**src/rtl/rstl_max_seq.sv**
```systemverilog
// rstl_max_seq: sequencer for the 3-filter max-pool result memory.
//
// Write phase: counts pooled outputs from three parallel pooling units and
// drives a write enable plus one write address per filter plane.
// Read phase: streams every entry out under a ready handshake with a
// one-cycle read latency.
//
// Ports:
//   clk, rst                 system clock, synchronous active-high reset
//   start                    begins a write phase (honoured only in IDLE)
//   pool_valid               pooling units present data this cycle
//   wen, wadd1..wadd3        memory write enable and per-filter addresses
//   rd_ready                 downstream can take a word next cycle
//   ren, radd                memory read enable and address
//   rdata_valid, rd_last     read data qualifier and final-word marker
//   busy, done, err_overrun  status outputs
//
// Build option: define RSTL_MAX_INTERLEAVE_EN to read in per-position
// interleaved order (0,169,338,1,...) instead of plane order.
module rstl_max_seq #(
  parameter int unsigned N_POOL      = 169,
  parameter int unsigned NUM_ENTRIES = 507,
  parameter int unsigned ADDR_W      = 10
) (
  input  logic              clk,
  input  logic              rst,
  input  logic              start,
  input  logic              pool_valid,
  output logic              wen,
  output logic [ADDR_W-1:0] wadd1,
  output logic [ADDR_W-1:0] wadd2,
  output logic [ADDR_W-1:0] wadd3,
  input  logic              rd_ready,
  output logic              ren,
  output logic [ADDR_W-1:0] radd,
  output logic              rdata_valid,
  output logic              rd_last,
  output logic              busy,
  output logic              done,
  output logic              err_overrun
);

  localparam logic [1:0] IDLE  = 2'd0;
  localparam logic [1:0] WRITE = 2'd1;
  localparam logic [1:0] READ  = 2'd2;
  localparam logic [1:0] DONE  = 2'd3;

  localparam logic [ADDR_W-1:0] PLANE1 = ADDR_W'(N_POOL);
  localparam logic [ADDR_W-1:0] PLANE2 = ADDR_W'(2 * N_POOL);
  localparam logic [ADDR_W-1:0] WLAST  = ADDR_W'(N_POOL - 1);
  localparam logic [ADDR_W-1:0] RLAST  = ADDR_W'(NUM_ENTRIES - 1);

  logic [1:0]        state_q, state_d;
  logic [ADDR_W-1:0] widx_q, widx_d;
  logic [ADDR_W-1:0] ridx_q, ridx_d;
  logic              rvalid_q, rvalid_d;
  logic              rlast_q, rlast_d;
  logic              err_q, err_d;
  logic              in_write, in_read, w_fire, r_fire;
  logic [ADDR_W-1:0] rd_addr;

  assign in_write = (state_q == WRITE);
  assign in_read  = (state_q == READ);
  // Gate with rst so a reset cycle never issues a write or read.
  assign w_fire   = in_write & pool_valid & ~rst;
  assign r_fire   = in_read & rd_ready & ~rst;

  assign wen         = w_fire;
  assign wadd1       = in_write ? widx_q : '0;
  assign wadd2       = in_write ? widx_q + PLANE1 : '0;
  assign wadd3       = in_write ? widx_q + PLANE2 : '0;
  assign ren         = r_fire;
  assign radd        = in_read ? rd_addr : '0;
  assign rdata_valid = rvalid_q;
  assign rd_last     = rlast_q;
  assign busy        = (state_q != IDLE);
  assign done        = (state_q == DONE);
  assign err_overrun = err_q;

  always_comb begin
    state_d  = state_q;
    widx_d   = widx_q;
    ridx_d   = ridx_q;
    rvalid_d = r_fire;
    rlast_d  = r_fire && (ridx_q == RLAST);
    err_d    = err_q | (pool_valid & ~in_write);
    case (state_q)
      IDLE: begin
        if (start) begin
          state_d = WRITE;
          widx_d  = '0;
          // Accepted start clears the flag, but a coincident pool_valid is still an overrun.
          err_d   = pool_valid;
        end
      end
      WRITE: begin
        if (w_fire) begin
          if (widx_q == WLAST) begin
            state_d = READ;
            widx_d  = '0;
            ridx_d  = '0;
          end else begin
            widx_d = widx_q + ADDR_W'(1);
          end
        end
      end
      READ: begin
        if (r_fire) begin
          if (ridx_q == RLAST) begin
            state_d = DONE;
            ridx_d  = '0;
          end else begin
            ridx_d = ridx_q + ADDR_W'(1);
          end
        end
      end
      default: state_d = IDLE;
    endcase
  end

  always_ff @(posedge clk) begin
    if (rst) begin
      state_q  <= IDLE;
      widx_q   <= '0;
      ridx_q   <= '0;
      rvalid_q <= 1'b0;
      rlast_q  <= 1'b0;
      err_q    <= 1'b0;
    end else begin
      state_q  <= state_d;
      widx_q   <= widx_d;
      ridx_q   <= ridx_d;
      rvalid_q <= rvalid_d;
      rlast_q  <= rlast_d;
      err_q    <= err_d;
    end
  end

`ifdef RSTL_MAX_INTERLEAVE_EN
  // Filter select is the inner counter, position the outer one.
  logic [ADDR_W-1:0] pos_q, pos_d, plane_base;
  logic [1:0]        fsel_q, fsel_d;

  always_comb begin
    pos_d  = pos_q;
    fsel_d = fsel_q;
    if (!in_read) begin
      pos_d  = '0;
      fsel_d = '0;
    end else if (r_fire) begin
      if (fsel_q == 2'd2) begin
        fsel_d = 2'd0;
        pos_d  = pos_q + ADDR_W'(1);
      end else begin
        fsel_d = fsel_q + 2'd1;
      end
    end
  end

  always_comb begin
    case (fsel_q)
      2'd0:    plane_base = '0;
      2'd1:    plane_base = PLANE1;
      default: plane_base = PLANE2;
    endcase
  end

  assign rd_addr = pos_q + plane_base;

  always_ff @(posedge clk) begin
    if (rst) begin
      pos_q  <= '0;
      fsel_q <= 2'd0;
    end else begin
      pos_q  <= pos_d;
      fsel_q <= fsel_d;
    end
  end
`else
  assign rd_addr = ridx_q;
`endif

endmodule

```
**config.mk**
```make
export PLATFORM = sky130hd
export DESIGN_NAME = rstl_max_seq
export DESIGN_NICKNAME = d
export VERILOG_FILES = /design/src/rtl/rstl_max_seq.sv
export SDC_FILE = /design/constraint.sdc
export NUM_CORES = 1
export LEC_CHECK = 0
export ABC_AREA = 0
export ABC_CLOCK_PERIOD_IN_PS = 2090
export BUFFER_PORTS_ARGS = -buffer_cell sky130_fd_sc_hd__buf_2
export CAP_MARGIN = 20
export CORE_ASPECT_RATIO = 2
export CORE_MARGIN = 2
export CORE_UTILIZATION = 47
export CTS_CLUSTER_DIAMETER = 80
export DETAILED_ROUTE_END_ITERATION = 12
export GPL_TIMING_DRIVEN = 0
export PLACE_DENSITY = 0.86
export SKIP_LAST_GASP = 1
export SYNTH_ARGS = -nofsm -noshare
export SYNTH_HDL_FRONTEND = slang
export SYNTH_SLANG_ARGS = --single-unit
export TNS_END_PERCENT = 50
```
**constraint.sdc**
```tcl
create_clock -name clk -period 2.09 [get_ports clk]
set_input_delay 0.3135 -clock clk [delete_from_list [all_inputs] [get_ports clk]]
set_output_delay 0.3135 -clock clk [all_outputs]
set_load 0.05 [all_outputs]
```
==> results of run 1 <==
## worst min-delay path: stages
cell and delay, ps:
buf_2 100, a22oi_1 60, nor2_1 90
## cell usage in the layout, fill, tap and decap left out, drive strengths merged, types with 5 or more instances in the layout
cell / synthesis / final
buf: 1 / 74
nand2: 11 / 11
clkbuf: 15 / 13
ha: 10 / 10
or3: 8 / 8
xor2: 7 / 7
o21ai: 11 / 11
nand3: 5 / 5
nand4: 6 / 7
a21oi: 17 / 17
nor2: 39 / 39
and2: 20 / 20
nand2b: 6 / 6
inv: 11 / 10
xnor2: 12 / 12
dfxtp: 25 / 25
## per-layer routing
layer  up-vias  track usage [%]  share of wire (%)
met3        24             3.06                4.5
met1       985             25.3                 35
met5         -                0                  0
met2        97             48.0                 55
li1        985                -                  -
met4         0             15.2                4.5
## stage by stage
stage | setup TNS [ps] | hold WS, ps
3_3_place_gp | -2410 | 490
3_5_place_dp | -1960 | 498
4_1_cts | -1560 | 330
2_1_floorplan | -178 | 462
5_1_grt | -3360 | 322
6_report | -1400 | 324
## sequential cells by signal (all words and copies together), names as in the netlist
register     cells
rdata_valid      1
state_q          2
rd_addr         10
widx_q          10
rd_last          1
err_overrun      1
## cells by family after synthesis
| family | share of synthesized area (%) |
|---|---|
| AND/OR/NAND/NOR | 33.9 |
| AO/OA/AOI/OAI | 15.8 |
| buffers and inverters | 5.69 |
| flip-flops | 27.1 |
| XOR/XNOR | 9.00 |
| adder cells (fa/ha/maj) | 6.77 |
| multiplexers | 1.69 |
## cell type report
| type | instances | share of cell area (%) |
|---|---|---|
| Multi-Input combinational cell | 194 | 54.1 |
| Timing Repair Buffer | 70 | 18.3 |
| Tap cell | 51 | 2.39 |
| Clock buffer | 4 | 1.69 |
| Inverter | 11 | 1.69 |
| Buffer | 13 | 2.68 |
| Sequential cell | 25 | 19.2 |
## where the power goes
part           internal (mW)  total, mW  switching [mW]
sequential             0.512      0.561          0.0484
combinational          0.410       1.30           0.888
clock                  0.136      0.291           0.155
## timing repair
item                       4_1_cts  5_1_grt
cloned                           1        0
pin swaps                       14       13
buffers inserted                11        8
gates resized for setup         55       44
setup endpoints to repair       55       60
## worst paths after layout
path	cells after the start	end	slack, ps
hold / removal	3	err_overrun	320
setup / recovery	8	wadd2[9]	-200
setup reg to reg	5	rd_addr[6]	-100
hold reg to reg	2	rd_addr[8]	510
==> results.toml, run 1 <==
[place]
placed_area_um2 = 2180
dp_hpwl_mm = 3.71
placed_cells = 347
gp_congestion = 0.905
dp_slack_ps = -427
place.port_buffers = 50

[yosys]
yosysTopAreaCell = "dfxtp_1"
syn_area_um2 = 1850
ys_ff_latch = 25
synth.distinct_cells = 41
synth_warnings = 0
yosysSeqAreaShare_pct = 27.1
syn-instance-count = 245
yosys_most_used_dff = "dfxtp_1"
async_flop_share_pct = 0
yosysTopAreaCellShare_pct = 27.1
synthTopCellsByCount = "nor2_1 (39), dfxtp_1 (25), and2_1 (19)"
synth.most_common_cell = "nor2_1"
synth_area_leaders = "dfxtp_1 (27%), nor2_1 (7.9%), ha_1 (6.8%)"
syn_nets = 260
synth-edff-count = 0
postSynthAreaPerCell_um2 = 7.54

[cts]
cts-htree-levels = 1
cts_buffer_depth = 2
clock_sinks = 25
postCtsHoldBufs = 0
clk_pin_slew_ps = 90
cts_buffers = 3
root_buffer = "clkbuf_8"
clock_latency_ps = 270
cts_tree = "yes"

[setup_path]
path_max_fanout = 2
critPathKind = "reg2out"
r2r-start = "widx_q[3]"
end_kind = "output port"
critical_path.max_stage_delay_ps = 360
cp.required_ps = 1780
critical_path.top_delay_family = "compound AO/OA/AOI/OAI gates"
start_kind = "flop"
cp_data_arrival_time_ps = 1980
crit_buf_inv = 2
crit_path_start = "widx_q[1]"
cp_slowest_cell = "dfxtp_4"
path_cells = "buf_6 > ha_4 > and2_4 > o21a_4 > o21ai_4 > a21boi_2 > mux2_4 > buf_8"

[grt]
grt_pass1_wl_mm = 8.96
antenna_found_initial = 0
grt_max_degree = 14
grt_usage_pct = 25.2
grt_pass1_vias = 1951
grt_remaining_overflow = 0

[cells_and_area]
multi_input_area_um2 = 1440
layout.nets = 333
syn2layout_area_growth_pct = 44.2
finalNonFillerCells = 368
final_core_utilization_pct = 70.1
layout-drive-gt1-share_pct = 38.2
seqCellArea_um2 = 512
final.fill_count = 279
final_cell_area_um2 = 2670
diodes = 0

[timing]
slew_violations = 0
rsz0062_at_grt = "true"
finalHoldViolations = 0
finalWorstSetupSlack_ps = -203
fin_crit_sh_pct = 110
setup_viol = 17
max_slew_margin_pct = 65.4
max_slew.worst_pin.slew_ps = 514
period_needed_ps = 2290
clock_skew_ps = 7.64
fmax_mhz = 436

[power]
vdd_ir_drop_max_v = 0.000595
power.leakage_nw = 1.15
pwr_density_cell_nw_per_um2 = 807
power_mw = 2.15

[route]
viasPerCell = 5.68
dr.first_iter.drc_count = 89
wl_per_cell_um = 16.3
routed_wl_mm = 6.00
vias = 2091
drt_pass1_iterations = 4
drc = 0
ant_nets = 0

[outcome]
failed_checks = "negative setup slack"
status = "finished with violations"

[floorplanning]
core-area_um2 = 3800
dieWidth_um = 48.3
die_area_um2 = 4480
ioPinCount = 52
die_h_um = 92.7
num_rows = 32
start_util_pct = 48.6

[worst_hold_path]
hold_class = "in2reg"
min_from = "pool_valid"

[job]
maxCapViolCount = 0
Power figures use the tool's default switching activity.
==> run 2: changes to the inputs <==
PLACE_DENSITY = 0.84   (was 0.86)
==> results.toml, run 2 (synthesis gave the netlist of run 1 again) <==
[route]
wl_per_cell_um = 16.0
drc = 0
dr.first_iter.drc_count = 72
ant_nets = 0
viasPerCell = 5.69
routed_wl_mm = 5.85
drt_pass1_iterations = 4
vias = 2077

[timing]
max_slew_margin_pct = 63.5
finalWorstSetupSlack_ps = -110
clock_skew_ps = 3.46
slew_violations = 0
fmax_mhz = 455
rsz0062_at_grt = "true"
period_needed_ps = 2200
fin_crit_sh_pct = 105
max_slew.worst_pin.slew_ps = 548
finalHoldViolations = 0
fin_setup_tns_ps = -485
setup_viol = 11

[power]
switchingPower_mw = 1.08
sw_frac_of_total_pct = 51.2
power.leakage_nw = 1.11
power_mw = 2.11
comb_power_share_pct = 59.5
intPower_mw = 1.03
p_seq_share_pct = 26.2
clock_power_share_pct = 14.2
vdd_ir_drop_max_v = 0.000517
pwr_density_cell_nw_per_um2 = 825

[cells_and_area]
layout.nets = 330
final_cell_area_um2 = 2560
final_common_cell = "buf_2"
syn2layout_area_growth_pct = 38.4
final_cell_mix = "buf_2 (43), nor2_1 (36), and2_1 (19), buf_4 (19), dfxtp_1 (19)"
layout-drive-gt1-share_pct = 36.6
finalNonFillerCells = 365
diodes = 0
final.fill_count = 293

[setup_path]
crit_buf_inv = 3
critical_path.max_stage_delay_ps = 380
critical_path.top_delay_family = "buffers and inverters"
path_cells = "buf_4 > ha_4 > a21oi_4 > o21bai_1 > buf_4 > xnor2_2 > nor2_2 > buf_6"
critPathKind = "reg2out"
crit_cells = 8
r2r-end = "rd_addr[8]"
end_kind = "output port"
cp_slowest_cell = "dfxtp_4"
cp.required_ps = 1780
cp_data_arrival_time_ps = 1890
reg2regPathDepth = 7
r2r_setup_slack_ps = -30
path_max_fanout = 4
crit_top_cell = "buf_4"
r2r-start = "widx_q[2]"
start_kind = "flop"

[worst_hold_path]
min_from = "pool_valid"
min_to = "err_overrun"
holdPathStages = 3
hold_class = "in2reg"

[place]
place.port_buffers = 50
dp_hpwl_mm = 3.84
dp_slack_ps = -411
placed_area_um2 = 2180
placed_cells = 347
gp_congestion = 0.914

[floorplanning]
core-area_um2 = 3800
die_area_um2 = 4480
num_rows = 32
start_util_pct = 48.6
die_h_um = 92.7
dieWidth_um = 48.3
ioPinCount = 52

[cts]
cts_tree = "yes"
cts_buffer_depth = 2
clock_sinks = 25
clk_pin_slew_ps = 90
root_buffer = "clkbuf_8"
clock_latency_ps = 280
postCtsHoldBufs = 0
cts-htree-levels = 1
cts_buffers = 3

[outcome]
status = "finished with violations"
failed_checks = "negative setup slack"

[grt]
grt_remaining_overflow = 0
grt_pass1_wl_mm = 8.91
antenna_found_initial = 0
grt_pass1_vias = 2012
grt_max_degree = 16
grt_usage_pct = 24.8

[job]
maxCapViolCount = 0
-- run 2: area by class of cell --
class                   count  area, um^2  area share (%)
inverters                  11        41.3            1.61
multi-input cells         193        1370            53.6
repair buffers             68         454            17.8
flip-flops and latches     25         515            20.2
plain buffers              13        63.8            2.50
clock inverters             1        7.51           0.294
well taps                  51        63.8            2.50
clock buffers               3        41.3            1.61
-- run 2: what timing repair did --
item | CTS | global route
buffers inserted | 9 | 8
pin swaps | 8 | 15
endpoints found under the setup margin | 57 | 54
resized for setup | 41 | 35
gates cloned | 0 | 0
-- run 2: worst max-delay path by stage --
stage	start	end	slack, ps
2_1_floorplan	widx_q[0]	wadd2[8]	-70
3_3_place_gp	rd_addr[0]	state_q[1]	-510
3_5_place_dp	widx_q[2]	wadd2[9]	-410
4_1_cts	widx_q[1]	wadd2[9]	-170
5_1_grt	widx_q[1]	wadd2[8]	-150
6_report	widx_q[1]	wadd3[7]	-110
-- run 2: metrics by stage --
| stage | util, % | hold slack, ps |
|---|---|---|
| 2_1_floorplan | - | 462 |
| 3_3_place_gp | 57.1 | 490 |
| 3_5_place_dp | 57.2 | 497 |
| 4_1_cts | 63.0 | 309 |
| 5_1_grt | 67.2 | 337 |
| 6_report | 67.2 | 325 |
-- run 2: layer usage --
layer  up-vias  GRT usage [%]  part of all wire [%]
met5         -              0                     0
met1       966           24.3                    35
li1        978              -                     -
met2       106           47.8                    56
met3        27           2.42                   4.5
met4         0           16.0                   4.6
-- run 2: power by group through the flow --
stage / sequential, mW / clock [mW] / combinational (mW)
detailed placement: 0.563 / 0 / 1.07
CTS: 0.553 / 0.307 / 1.14
global route: 0.555 / 0.325 / 1.34
floorplan: 0.570 / 0 / 0.815
global placement: 0.560 / 0 / 1.05
finish: 0.553 / 0.301 / 1.26
-- run 2: tightest hold or removal path: stages --
cell     delay (ps)
buf_2           100
a22oi_1          70
nor2_1           90
==> run 3: changes to the inputs <==
ABC_CLOCK_PERIOD_IN_PS = 2800   (was 2090)
CORE_UTILIZATION = 56   (was 47)
PLACE_DENSITY = 0.93   (was 0.84)
SKIP_CTS_REPAIR_TIMING = 1   (was unset)
clock period = 2.8 ns   (was 2.09 ns; I/O delays follow)
==> results.toml, run 3 (synthesis gave the netlist of run 1 again) <==
[route]
routed-wl-met3_um = 223
wl_per_cell_um = 14.4
drt_pass1_iterations = 4
drc = 0
routed_wl_mm = 4.76
ant_nets = 0
drt-met1-wl_mm = 1.64
vias = 1904
viasPerCell = 5.75
dr.first_iter.drc_count = 56
dr.max_layer_used = "met4"
dr_wl_met2_mm = 2.76

[cells_and_area]
final_cell_area_um2 = 2190
layout-drive-gt1-share_pct = 20.7
layout.nets = 316
final.fill_count = 286
final_cell_mix = "buf_2 (51), nor2_1 (39), dfxtp_1 (23), and2_1 (19), a21oi_1 (17)"
final_common_cell = "buf_2"
syn2layout_area_growth_pct = 18.6
final_core_utilization_pct = 69.4
diodes = 0
finalNonFillerCells = 331

[place]
dp_hpwl_mm = 3.81
placed_area_um2 = 2140
placed_cells = 327
place.port_buffers = 50
gp_congestion = 0.974

[setup_path]
path_max_fanout = 9
start_kind = "flop"
path_cells = "ha_1 > and2_0 > clkbuf_2 > o21a_1 > o21ai_0 > a21boi_0 > mux2_2 > buf_2"
critPathKind = "reg2out"
cp.required_ps = 2380
cp_data_arrival_time_ps = 2300
critical_path.max_stage_delay_ps = 420
end_kind = "output port"
cp_slowest_cell = "dfxtp_2"

[grt]
grt_max_degree = 14
grt_usage_pct = 26.8
grt_pass1_vias = 1772
grt_pass1_wl_mm = 7.82
antenna_found_initial = 0
grt_remaining_overflow = 0

[floorplanning]
num_rows = 29
core-area_um2 = 3160
die_h_um = 85.2
dieWidth_um = 44.6
die_area_um2 = 3800
ioPinCount = 52
start_util_pct = 58.5

[worst_hold_path]
hold_class = "in2reg"

[timing]
max_slew_margin_pct = 50.1
max_slew.worst_pin.slew_ps = 739
period_needed_ps = 2720
clock_skew_ps = 10.5
fmax_mhz = 368
slew_violations = 0
setup_viol = 0
rsz0062_at_grt = "false"
fin_crit_sh_pct = 97.0
finalHoldViolations = 0

[cts]
cts_buffer_depth = 2
clock_latency_ps = 280
cts_buffers = 3
cts_tree = "yes"
clk_pin_slew_ps = 90
clock_sinks = 25
cts-htree-levels = 1
root_buffer = "clkbuf_8"

[power]
pwr_density_cell_nw_per_um2 = 650
vdd_ir_drop_max_v = 0.000474
power.leakage_nw = 0.993

[outcome]
status = "finished, final reports clean"

[job]
maxCapViolCount = 0
-- run 3: where the power goes --
group          leakage (nW)  internal [mW]  total (mW)  switching (mW)
logic                 0.767          0.197       0.797           0.600
registers             0.203          0.382       0.411          0.0287
clock network        0.0228          0.102       0.217           0.115
total                 0.993          0.681        1.42           0.743
-- run 3: layout make-up --
class	instances	area, um^2	area share, %
timing repair buffer	51	255	11.7
clock buffer	4	45.0	2.06
tap	31	38.8	1.77
sequential	25	503	23.0
buffer	16	65.1	2.97
multi-input combinational	193	1240	56.7
inverter	11	41.3	1.88
-- run 3: final timing paths --
kind	start	endpoint	slack, ps	cells past startpoint
setup / recovery	widx_q[2]	wadd2[9]	80	8
hold / removal	pool_valid	err_overrun	410	3
hold reg to reg	rd_addr[8]	rd_addr[8]	520	2
setup reg to reg	widx_q[7]	rd_addr[6]	470	6
-- run 3: metal layers --
layer  up-vias  track usage, %
met5         -               0
met4         0            13.2
met3         9            1.91
met2        73            52.0
met1       876            25.6
li1        946               -
-- run 3: worst max-delay path, delay by kind of cell, from the launching register on --
kind | cells | cell delay, ps
fa+ha+maj | 1 | 180
simple gates | 1 | 140
mux | 1 | 350
buf+inv | 2 | 390
flops | 1 | 420
compound gates | 3 | 530
-- run 3: stage by stage --
step	power (mW)	hold slack [ps]	TNS, ps	worst slack, ps
floorplan	1.03	467	0	267
global placement	1.19	490	0	216
detailed placement	1.21	510	0	209
CTS	1.43	419	-123	-123
global route	1.50	451	0	6.61
finish	1.42	414	0	82.8
